### src/rtl/sim_jtag_pkg.sv
// Shared types and constants for the simulated JTAG IDCODE reader.
// Holds the sequencer state enum, the exit codes and the per-state bit-count limits.
package sim_jtag_pkg;

  typedef enum logic [3:0] {
    StIdle,
    StTrst,
    StTlr,
    StToShiftIr,
    StShiftIr,
    StToShiftDr,
    StShiftDr,
    StToIdle,
    StDone
  } state_e;

  localparam logic [31:0] EXIT_RUN  = 32'd0;
  localparam logic [31:0] EXIT_PASS = 32'd1;
  localparam logic [31:0] EXIT_FAIL = 32'd2;

  localparam int unsigned BitCntW = 8;

  // Index of the final bit in each fixed-length state.
  localparam logic [BitCntW-1:0] TrstLast      = 8'd1;
  localparam logic [BitCntW-1:0] TlrLast       = 8'd6;
  localparam logic [BitCntW-1:0] ToShiftIrLast = 8'd3;
  localparam logic [BitCntW-1:0] ToShiftDrLast = 8'd2;
  localparam logic [BitCntW-1:0] ShiftDrLast   = 8'd31;
  localparam logic [BitCntW-1:0] ToIdleLast    = 8'd1;

endpackage

### src/rtl/sim_jtag_tick_gen.sv
// Half-bit tick generator for the JTAG sequencer.
// Ports:
//   clk_i   system clock
//   rst_i   synchronous active-high reset
//   en_i    advance permission; when low the counter holds
//   tick_o  one-cycle pulse when the counter wraps from TICK_DELAY-1 to 0
module sim_jtag_tick_gen #(
  parameter int unsigned TICK_DELAY = 50
) (
  input  logic clk_i,
  input  logic rst_i,
  input  logic en_i,
  output logic tick_o
);

  // A delay of 0 is treated as 1 so the sequencer can never lock up.
  localparam int unsigned Delay = (TICK_DELAY < 1) ? 1 : TICK_DELAY;
  localparam int unsigned CntW  = (Delay > 1) ? $clog2(Delay) : 1;
  localparam logic [CntW-1:0] CntMax = CntW'(Delay - 1);

  logic [CntW-1:0] cnt_q, cnt_d;

  always_comb begin
    tick_o = en_i && (cnt_q == CntMax);
    cnt_d  = cnt_q;
    if (en_i) begin
      cnt_d = tick_o ? '0 : cnt_q + 1'b1;
    end
  end

  always_ff @(posedge clk_i) begin
    if (rst_i) begin
      cnt_q <= '0;
    end else begin
      cnt_q <= cnt_d;
    end
  end

endmodule

### src/rtl/sim_jtag.sv
// Simulation-side JTAG master: resets the TAP, loads the IDCODE instruction,
// shifts out the 32-bit IDCODE and reports whether it matches EXPECTED_IDCODE.
// Ports:
//   clock, reset        system clock, synchronous active-high reset
//   enable, init_done   both high to let the sequence advance; otherwise everything holds
//   jtag_TCK/TMS/TDI    JTAG drive to the target
//   jtag_TRSTn          active-low TAP reset
//   srstn               active-low system reset, tied inactive
//   jtag_TDO_data       TDO from target
//   jtag_TDO_driven     TDO valid; an undriven TDO reads as 1
//   exit                0 running, 1 IDCODE matched, 2 IDCODE mismatch
module sim_jtag
  import sim_jtag_pkg::*;
#(
  parameter int unsigned        TICK_DELAY      = 50,
  parameter int unsigned        IR_LEN          = 5,
  parameter logic [IR_LEN-1:0]  IDCODE_INSTR    = 'h01,
  parameter logic [31:0]        EXPECTED_IDCODE = 32'h249511C3
) (
  input  logic        clock,
  input  logic        reset,
  input  logic        enable,
  input  logic        init_done,
  output logic        jtag_TCK,
  output logic        jtag_TMS,
  output logic        jtag_TDI,
  output logic        jtag_TRSTn,
  output logic        srstn,
  input  logic        jtag_TDO_data,
  input  logic        jtag_TDO_driven,
  output logic [31:0] exit
);

  localparam logic [BitCntW-1:0] IrLast      = BitCntW'(IR_LEN - 1);
  // Shift-IR is followed by two extra bits: Exit1 -> Update-IR, then -> Run-Test/Idle.
  localparam logic [BitCntW-1:0] ShiftIrLast = BitCntW'(IR_LEN + 1);

  state_e               state_q, state_d, state_nxt;
  logic [BitCntW-1:0]   bit_cnt_q, bit_cnt_d, last_bit;
  logic                 phase_q, phase_d;  // 0: next tick is A (TCK low), 1: tick B (TCK high)
  logic                 tick;

  logic                 tck_q, tck_d, tms_q, tms_d, tdi_q, tdi_d, trstn_q, trstn_d;
  logic [31:0]          exit_q, exit_d, capture_q, capture_d;
  logic                 tms_bit, tdi_bit, tdo_sample;
  logic [IR_LEN-1:0]    ir_shifted;

  sim_jtag_tick_gen #(
    .TICK_DELAY(TICK_DELAY)
  ) u_tick_gen (
    .clk_i  (clock),
    .rst_i  (reset),
    .en_i   (enable & init_done),
    .tick_o (tick)
  );

  assign tdo_sample = jtag_TDO_driven ? jtag_TDO_data : 1'b1;

  // Per-state bit length, successor and the TMS/TDI value for the current bit.
  always_comb begin
    last_bit   = '0;
    state_nxt  = state_q;
    tms_bit    = 1'b0;
    tdi_bit    = 1'b0;
    ir_shifted = IDCODE_INSTR >> bit_cnt_q;
    case (state_q)
      StTrst: begin
        last_bit  = TrstLast;
        state_nxt = StTlr;
        tms_bit   = 1'b1;
      end
      StTlr: begin
        last_bit  = TlrLast;
        state_nxt = StToShiftIr;
        tms_bit   = (bit_cnt_q != TlrLast);
      end
      StToShiftIr: begin
        last_bit  = ToShiftIrLast;
        state_nxt = StShiftIr;
        tms_bit   = (bit_cnt_q <= BitCntW'(1));
      end
      StShiftIr: begin
        last_bit  = ShiftIrLast;
        state_nxt = StToShiftDr;
        if (bit_cnt_q <= IrLast) begin
          tdi_bit = ir_shifted[0];
          tms_bit = (bit_cnt_q == IrLast);
        end else begin
          tms_bit = (bit_cnt_q != ShiftIrLast);
        end
      end
      StToShiftDr: begin
        last_bit  = ToShiftDrLast;
        state_nxt = StShiftDr;
        tms_bit   = (bit_cnt_q == '0);
      end
      StShiftDr: begin
        last_bit  = ShiftDrLast;
        state_nxt = StToIdle;
        tms_bit   = (bit_cnt_q == ShiftDrLast);
      end
      StToIdle: begin
        last_bit  = ToIdleLast;
        state_nxt = StDone;
        tms_bit   = (bit_cnt_q == '0);
      end
      default: ;
    endcase
  end

  // Next-state logic: everything moves only on a tick.
  always_comb begin
    state_d   = state_q;
    bit_cnt_d = bit_cnt_q;
    phase_d   = phase_q;
    if (tick) begin
      case (state_q)
        StIdle: begin
          state_d   = StTrst;
          bit_cnt_d = '0;
          phase_d   = 1'b0;
        end
        StDone: ;
        default: begin
          if (!phase_q) begin
            phase_d = 1'b1;
          end else begin
            phase_d = 1'b0;
            if (bit_cnt_q == last_bit) begin
              bit_cnt_d = '0;
              state_d   = state_nxt;
            end else begin
              bit_cnt_d = bit_cnt_q + 1'b1;
            end
          end
        end
      endcase
    end
  end

  // Output and capture next values.
  always_comb begin
    tck_d     = tck_q;
    tms_d     = tms_q;
    tdi_d     = tdi_q;
    trstn_d   = trstn_q;
    exit_d    = exit_q;
    capture_d = capture_q;
    if (tick) begin
      case (state_q)
        StIdle: begin
          // TRSTn drops here so it stays low for exactly the four TRST ticks.
          trstn_d = 1'b0;
          tck_d   = 1'b0;
        end
        StTrst: begin
          tck_d = 1'b0;
          if (phase_q && (bit_cnt_q == TrstLast)) begin
            trstn_d = 1'b1;
          end
        end
        StDone: begin
          tck_d = 1'b0;
          tms_d = 1'b0;
          tdi_d = 1'b0;
        end
        default: begin
          if (!phase_q) begin
            tck_d = 1'b0;
            tms_d = tms_bit;
            tdi_d = tdi_bit;
          end else begin
            tck_d = 1'b1;
            if (state_q == StShiftDr) begin
              capture_d = {tdo_sample, capture_q[31:1]};
            end
            // Result registers on the final tick so it is visible the cycle after.
            if ((state_q == StToIdle) && (bit_cnt_q == ToIdleLast)) begin
              exit_d = (capture_q == EXPECTED_IDCODE) ? EXIT_PASS : EXIT_FAIL;
            end
          end
        end
      endcase
    end
  end

  always_ff @(posedge clock) begin
    if (reset) begin
      state_q   <= StIdle;
      bit_cnt_q <= '0;
      phase_q   <= 1'b0;
    end else begin
      state_q   <= state_d;
      bit_cnt_q <= bit_cnt_d;
      phase_q   <= phase_d;
    end
  end

  always_ff @(posedge clock) begin
    if (reset) begin
      tck_q     <= 1'b0;
      tms_q     <= 1'b1;
      tdi_q     <= 1'b0;
      trstn_q   <= 1'b1;
      exit_q    <= EXIT_RUN;
      capture_q <= '0;
    end else begin
      tck_q     <= tck_d;
      tms_q     <= tms_d;
      tdi_q     <= tdi_d;
      trstn_q   <= trstn_d;
      exit_q    <= exit_d;
      capture_q <= capture_d;
    end
  end

  assign jtag_TCK   = tck_q;
  assign jtag_TMS   = tms_q;
  assign jtag_TDI   = tdi_q;
  assign jtag_TRSTn = trstn_q;
  assign srstn      = 1'b1;
  assign exit       = exit_q;

endmodule

### config.mk
export PLATFORM = sky130hd
export DESIGN_NAME = sim_jtag
export DESIGN_NICKNAME = d
export VERILOG_FILES = /design/src/rtl/sim_jtag_pkg.sv /design/src/rtl/sim_jtag_tick_gen.sv /design/src/rtl/sim_jtag.sv
export SDC_FILE = /design/constraint.sdc
export NUM_CORES = 1
export LEC_CHECK = 0
export CORE_MARGIN = 4
export CORE_UTILIZATION = 54
export DETAILED_ROUTE_END_ITERATION = 12
export PLACE_DENSITY = 0.79
export SLEW_MARGIN = 20
export SYNTH_ARGS = -nofsm -noshare
export SYNTH_HDL_FRONTEND = slang
export SYNTH_HIERARCHICAL = 1
export SYNTH_SLANG_ARGS = --single-unit
### constraint.sdc
create_clock -name clock -period 3.25 [get_ports clock]
set_input_delay 0.4875 -clock clock [delete_from_list [all_inputs] [get_ports clock]]
set_output_delay 0.4875 -clock clock [all_outputs]
set_load 0.01 [all_outputs]
==> flow_metrics.py, run 1 <==
metrics = {
    "sta": {
        "fin_worst_skew_ns": 0.00619,
        "rsz0062_at_grt": "false",
        "setup_violations": 0,
        "hold_violations": 0,
        "timing.final.max_slew_violations": 0,
        "whs_ns": 0.461,
        "worstMarginPinSlew_ns": 0.913,
        "final.period_utilization_pct": 76.0,
        "period_minus_slack_ns": 2.47,
        "fmax_ghz": 0.405,
        "tns_ns": 0,
        "slew_headroom_pct": 38.6,
    },
    "placement": {
        "portBuffers": 11,
        "hpwlAfterDp_um": 3980,
        "gp_congestion": 0.843,
    },
    "min_path": {
        "hold_path_depth": 2,
        "hold_path.startpoint": "capture_q[0]",
        "holdPathEnd": "capture_q[0]",
        "hold_class": "reg2reg",
    },
    "synth": {
        "yosysUniqueCellTypes": 54,
        "yosys.area.top_type": "dfxtp_1",
        "ys_top_cells_by_area": "dfxtp_1 38%, nand2_1 10%, buf_4 7.8%",
        "synth_top_area_share_pct": 38.5,
        "syn_inst": 373,
        "syn-cell-area_um2": 2970,
        "ys_seq_area_share_pct": 38.5,
        "yosys_warnings": 6,
        "synth.avg_cell_area_um2": 7.95,
        "ys_async_sr_fraction_pct": 0,
        "ys_seq_elements": 57,
        "synthTopCellsByCount": "81 x nand2_1, 57 x dfxtp_1, 42 x a21oi_1",
        "synth-edff-count": 0,
        "yosysMostFrequentCell": "nand2_1",
        "synth-main-ff-cell": "dfxtp_1",
    },
    "finish": {
        "multiInputGateArea_um2": 1570,
        "areaGrowthSynthToFinish_pct": 7.63,
        "drive_above_1_share_pct": 7.81,
        "regArea_um2": 1140,
        "num-fill-cells": 461,
        "nets": 392,
        "antenna_cells": 0,
    },
    "routing": {
        "highest_layer": "met4",
        "met1_length_um": 2540,
        "drt_iter0_drc": 143,
        "ant_nets": 0,
        "routed_wl_um": 5850,
        "firstDrtPassIters": 4,
        "wire_per_inst_um": 12.9,
        "vias": 2440,
        "dr_wl_met3_um": 304,
        "drc": 0,
        "vias_per_cell": 5.37,
        "routed-wl-met2_um": 2910,
    },
    "cts": {
        "post-cts-setup-buffers": 0,
        "cts-root-buf": "clkbuf_8",
        "holdBufCountCts": 0,
        "clock_latency_ns": 0.34,
        "cts_max_level": 3,
        "cts-resized-gates": 0,
        "clkTransAtPathRegs_ns": 0.07,
        "cts_tree": "done",
        "cts_made_buffers": 9,
        "cts.path.max_buffers": 2,
        "clock-sinks": 57,
    },
    "pwr": {
        "ir_worst_vdd_uv": 394,
        "p_leak_uw": 0.00107,
        "p_per_area_nw_per_um2": 457,
    },
    "floorplan": {
        "fp.dieH_um": 82.1,
        "io_pins": 43,
        "rows": 26,
        "floorplan.die.width_um": 82.1,
        "dieArea_um2": 6740,
        "coreArea_um2": 5200,
        "start_util_pct": 57.0,
    },
    "grt": {
        "grt_pass1_wl_um": 9720,
        "grt_max_degree": 41,
        "grt_pass1_vias": 2202,
        "grt_usage_pct": 19.0,
        "grt_antenna_before_repair": 0,
        "grt_overflow": 0,
    },
    "setup_path": {
        "critPathArrivalTime_ns": 2.70,
        "cp-end-kind": "register",
        "worstReg2RegEnd": "state_q[1]",
        "cp.required_ns": 3.48,
        "critPathLaunchType": "input pin",
        "worstPathMaxFanout": 8,
        "path_class": "in2reg",
        "reg2reg_slack_ns": 0.82,
        "r2r_cells": 6,
        "r2r_start": "state_q[2]",
    },
    "status": {
        "status": "finished, final reports clean",
    },
    "flow_run": {
        "drv_cap": 0,
    },
}
[per-stage QoR]
step                      instances  utilization [%]  total power (uW)  setup WS [ns]  area, um^2
after CTS                       454             61.3              1470          0.801        3190
after floorplan                 402                -               804          0.813        3080
after global placement          438             57.4               788          0.512        2990
final                           454             61.3              1460          0.780        3190
after global routing            454             61.3              1510          0.561        3190
after detailed placement        438             57.4               790          0.426        2990
[critical path: stages]
cell	delay, ns
clkdlybuf4s50_1	0.44
and2_1	0.24
nand2_1	0.13
nor4_4	0.28
nand2_1	0.10
nand4b_1	0.27
or4_1	0.57
o21ai_0	0.11
nor2_1	0.05
[placed cells by master (no fill, tap or decap), types with 7 or more instances in the layout]
cell | Yosys | final
nor3_1 | 11 | 11
clkdlybuf4s50_1 | 0 | 10
a21oi_1 | 42 | 42
o22ai_1 | 7 | 7
o21ai_0 | 10 | 10
nand4_1 | 7 | 7
dfxtp_1 | 57 | 57
inv_1 | 13 | 13
nand3_1 | 8 | 8
nor2_1 | 12 | 12
ha_1 | 7 | 7
conb_1 | 2 | 31
nand2_1 | 81 | 81
clkbuf_8 | 0 | 11
[cells by family after synthesis]
logic type / count (synthesis) / share of synthesized area [%]
adder cells (fa/ha/maj): 7 / 2.95
XOR/XNOR: 3 / 0.886
flip-flops: 57 / 38.5
AO/OA/AOI/OAI: 79 / 16.5
AND/OR/NAND/NOR: 161 / 28.1
buffers and inverters: 62 / 12.1
other: 2 / 0.253
multiplexers: 2 / 0.675
[layer usage]
layer  track usage, %  vias up
met3             7.92       10
met5                0        -
met4             7.14        0
met1             21.7     1129
met2             31.5       52
li1                 -     1249
[registers in the layout, indices dropped and copies added (netlist names)]
| signal | count |
|---|---|
| bit_cnt_q | 8 |
| capture_q | 32 |
| exit | 2 |
| jtag_TCK | 1 |
| jtag_TDI | 1 |
| jtag_TMS | 1 |
| jtag_TRSTn | 1 |
| phase_q | 1 |
| state_q | 4 |
| u_tick_gen/cnt_q | 6 |
[area by class of cell]
class | count | share of cell area [%]
well taps | 70 | 2.74
clock buffers | 12 | 4.86
multi-input cells | 283 | 49.3
flip-flops and latches | 57 | 35.7
repair buffers | 15 | 4.23
inverters | 13 | 1.53
clock inverters | 4 | 1.61
[where the power goes]
| group | switching, uW | internal, uW |
|---|---|---|
| clock network | 289 | 396 |
| logic | 45.3 | 21.2 |
| registers | 7.69 | 701 |
[how the worst max path moves through the flow]
stage | from | to | cells past startpoint
after global routing | enable | exit[1] | 9
after CTS | enable | exit[1] | 9
after global placement | enable | exit[1] | 9
final | enable | exit[1] | 9
after floorplan | enable | bit_cnt_q[0] | 7
after detailed placement | enable | exit[1] | 9
No activity file was read; power rests on OpenSTA's default activity.
==> run 2, diff against run 1 <==
CORE_UTILIZATION = 49   (was 54)
PLACE_DENSITY = 0.76   (was 0.79)
clock period = 2 ns   (was 3.25 ns; I/O delays follow)
==> run 2 against run 1 <==
- die area grew 9.2%
- wire length rose by 10%
- non-clock buffer count up 37
- critical path depth is the same
- utilization increased by 1.1 points
- final area increased by 15%
==> flow_metrics.py, run 2 (synthesis results as in run 1) <==
metrics = {
    "status": {
        "status": "finished, final reports clean",
    },
    "cts": {
        "cts.path.max_buffers": 2,
        "holdBufCountCts": 0,
        "cts_tree": "done",
        "clock-sinks": 57,
        "cts_made_buffers": 9,
        "clock_latency_ns": 0.33,
        "cts_max_level": 3,
        "cts-root-buf": "clkbuf_8",
        "clkTransAtPathRegs_ns": 0.07,
    },
    "routing": {
        "firstDrtPassIters": 4,
        "wire_per_inst_um": 13.0,
        "vias": 2670,
        "ant_nets": 0,
        "routed_wl_um": 6460,
        "drt_iter0_drc": 246,
        "drc": 0,
        "vias_per_cell": 5.38,
    },
    "pwr": {
        "p_comb_share_pct": 6.5,
        "sw_frac_of_total_pct": 22.7,
        "p_int_uw": 1920,
        "p_total_uw": 2480,
        "p_leak_uw": 0.00132,
        "clkPwrFrac_pct": 47.3,
        "p_per_area_nw_per_um2": 675,
        "ir_worst_vdd_uv": 544,
        "p_seq_share_pct": 46.2,
        "switching_power_uw": 563,
    },
    "grt": {
        "grt_pass1_vias": 2412,
        "grt_overflow": 0,
        "grt_usage_pct": 18.6,
        "grt_antenna_before_repair": 0,
        "grt_pass1_wl_um": 11000,
        "grt_max_degree": 33,
    },
    "floorplan": {
        "rows": 28,
        "start_util_pct": 50.4,
        "fp.dieH_um": 85.8,
        "floorplan.die.width_um": 85.8,
        "io_pins": 43,
        "coreArea_um2": 5890,
        "dieArea_um2": 7360,
    },
    "sta": {
        "final.period_utilization_pct": 99.1,
        "setup_violations": 0,
        "slew_headroom_pct": 61.7,
        "fmax_ghz": 0.504,
        "hold_violations": 0,
        "tns_ns": 0,
        "worstMarginPinSlew_ns": 0.567,
        "whs_ns": 0.335,
        "rsz0062_at_grt": "true",
        "period_minus_slack_ns": 1.98,
        "fin_worst_skew_ns": 0.0102,
        "timing.final.max_slew_violations": 0,
    },
    "placement": {
        "hpwlAfterDp_um": 4450,
        "gp_congestion": 0.922,
        "portBuffers": 11,
    },
    "setup_path": {
        "cp-end-kind": "register",
        "worstPathMaxFanout": 4,
        "reg2reg_slack_ns": 0.02,
        "path_class": "in2reg",
        "critPathLaunchType": "input pin",
        "cp.required_ns": 2.21,
        "critPathArrivalTime_ns": 2.19,
    },
    "finish": {
        "areaGrowthSynthToFinish_pct": 24.0,
        "reg_top3": "capture_q x32, bit_cnt_q x8, u_tick_gen/cnt_q x6",
        "drive_above_1_share_pct": 20.9,
        "multiInputGateArea_um2": 1670,
        "largest_reg_flops": 32,
        "nets": 429,
        "final_common_cell": "nand2_1",
        "antenna_cells": 0,
        "num-fill-cells": 471,
        "regMostFlops": "capture_q",
        "regArea_um2": 1150,
        "final_cell_mix": "79 x nand2_1, 50 x dfxtp_1, 41 x a21oi_1",
    },
    "flow_run": {
        "drv_cap": 0,
    },
    "min_path": {
        "hold_class": "in2reg",
    },
}
==> run 2: power groups by stage <==
stage / Combinational [uW] / Sequential, uW / Clock (uW)
global route: 174 / 1150 / 1250
CTS: 138 / 1150 / 1200
finish: 160 / 1150 / 1170
detailed placement: 136 / 1170 / 0
floorplan: 142 / 1170 / 0
global placement: 134 / 1170 / 0
==> run 2: path summary, 6_finish.rpt <==
check | depth (start not counted) | endpoint | start
worst max-delay path | 9 | exit[1] | enable
worst min-delay path | 3 | u_tick_gen/cnt_q[0] | reset
worst max register to register | 9 | exit[1] | u_tick_gen/cnt_q[1]
worst min register to register | 2 | capture_q[0] | capture_q[0]
==> run 2: layout make-up <==
class	count	share of cell area [%]
multi-input cells	283	45.3
flip-flops and latches	57	31.3
repair buffers	52	13.4
clock buffers	13	4.87
well taps	75	2.55
inverters	13	1.33
clock inverters	3	1.26
==> run 2: through the flow <==
| stage | instance area (um^2) | std cells | utilization, % | setup slack [ns] |
|---|---|---|---|---|
| after detailed placement | 3300 | 471 | 56.1 | -0.284 |
| after global routing | 3680 | 496 | 62.5 | -0.102 |
| after global placement | 3300 | 471 | 56.1 | -0.274 |
| final | 3680 | 496 | 62.5 | 0.0177 |
| after floorplan | 3100 | 402 | - | -0.0372 |
| after CTS | 3590 | 490 | 61.0 | -0.0180 |
==> run 2: worst max-delay path: stages <==
cell and delay (ns):
clkdlybuf4s50_1 0.46, and2_4 0.14, nand2_1 0.07, nor4_4 0.28
nand2_1 0.12, nand4b_1 0.25, or4_4 0.46, o21ai_2 0.07
nor2_1 0.04
==> run 2: metal layers <==
layer | track usage [%] | vias up | part of all wire [%]
li1 | - | 1330 | -
met1 | 23.9 | 1252 | 46
met2 | 29.2 | 75 | 46
met3 | 4.23 | 13 | 5.6
met4 | 9.78 | 0 | 2.3
met5 | 0 | - | 0
==> run 2: what timing repair did <==
action | 4_1_cts | 5_1_grt
gates resized for setup | 6 | 17
setup buffers | 3 | 6
endpoints found under the setup margin | 4 | 24
pin swaps | 3 | 7
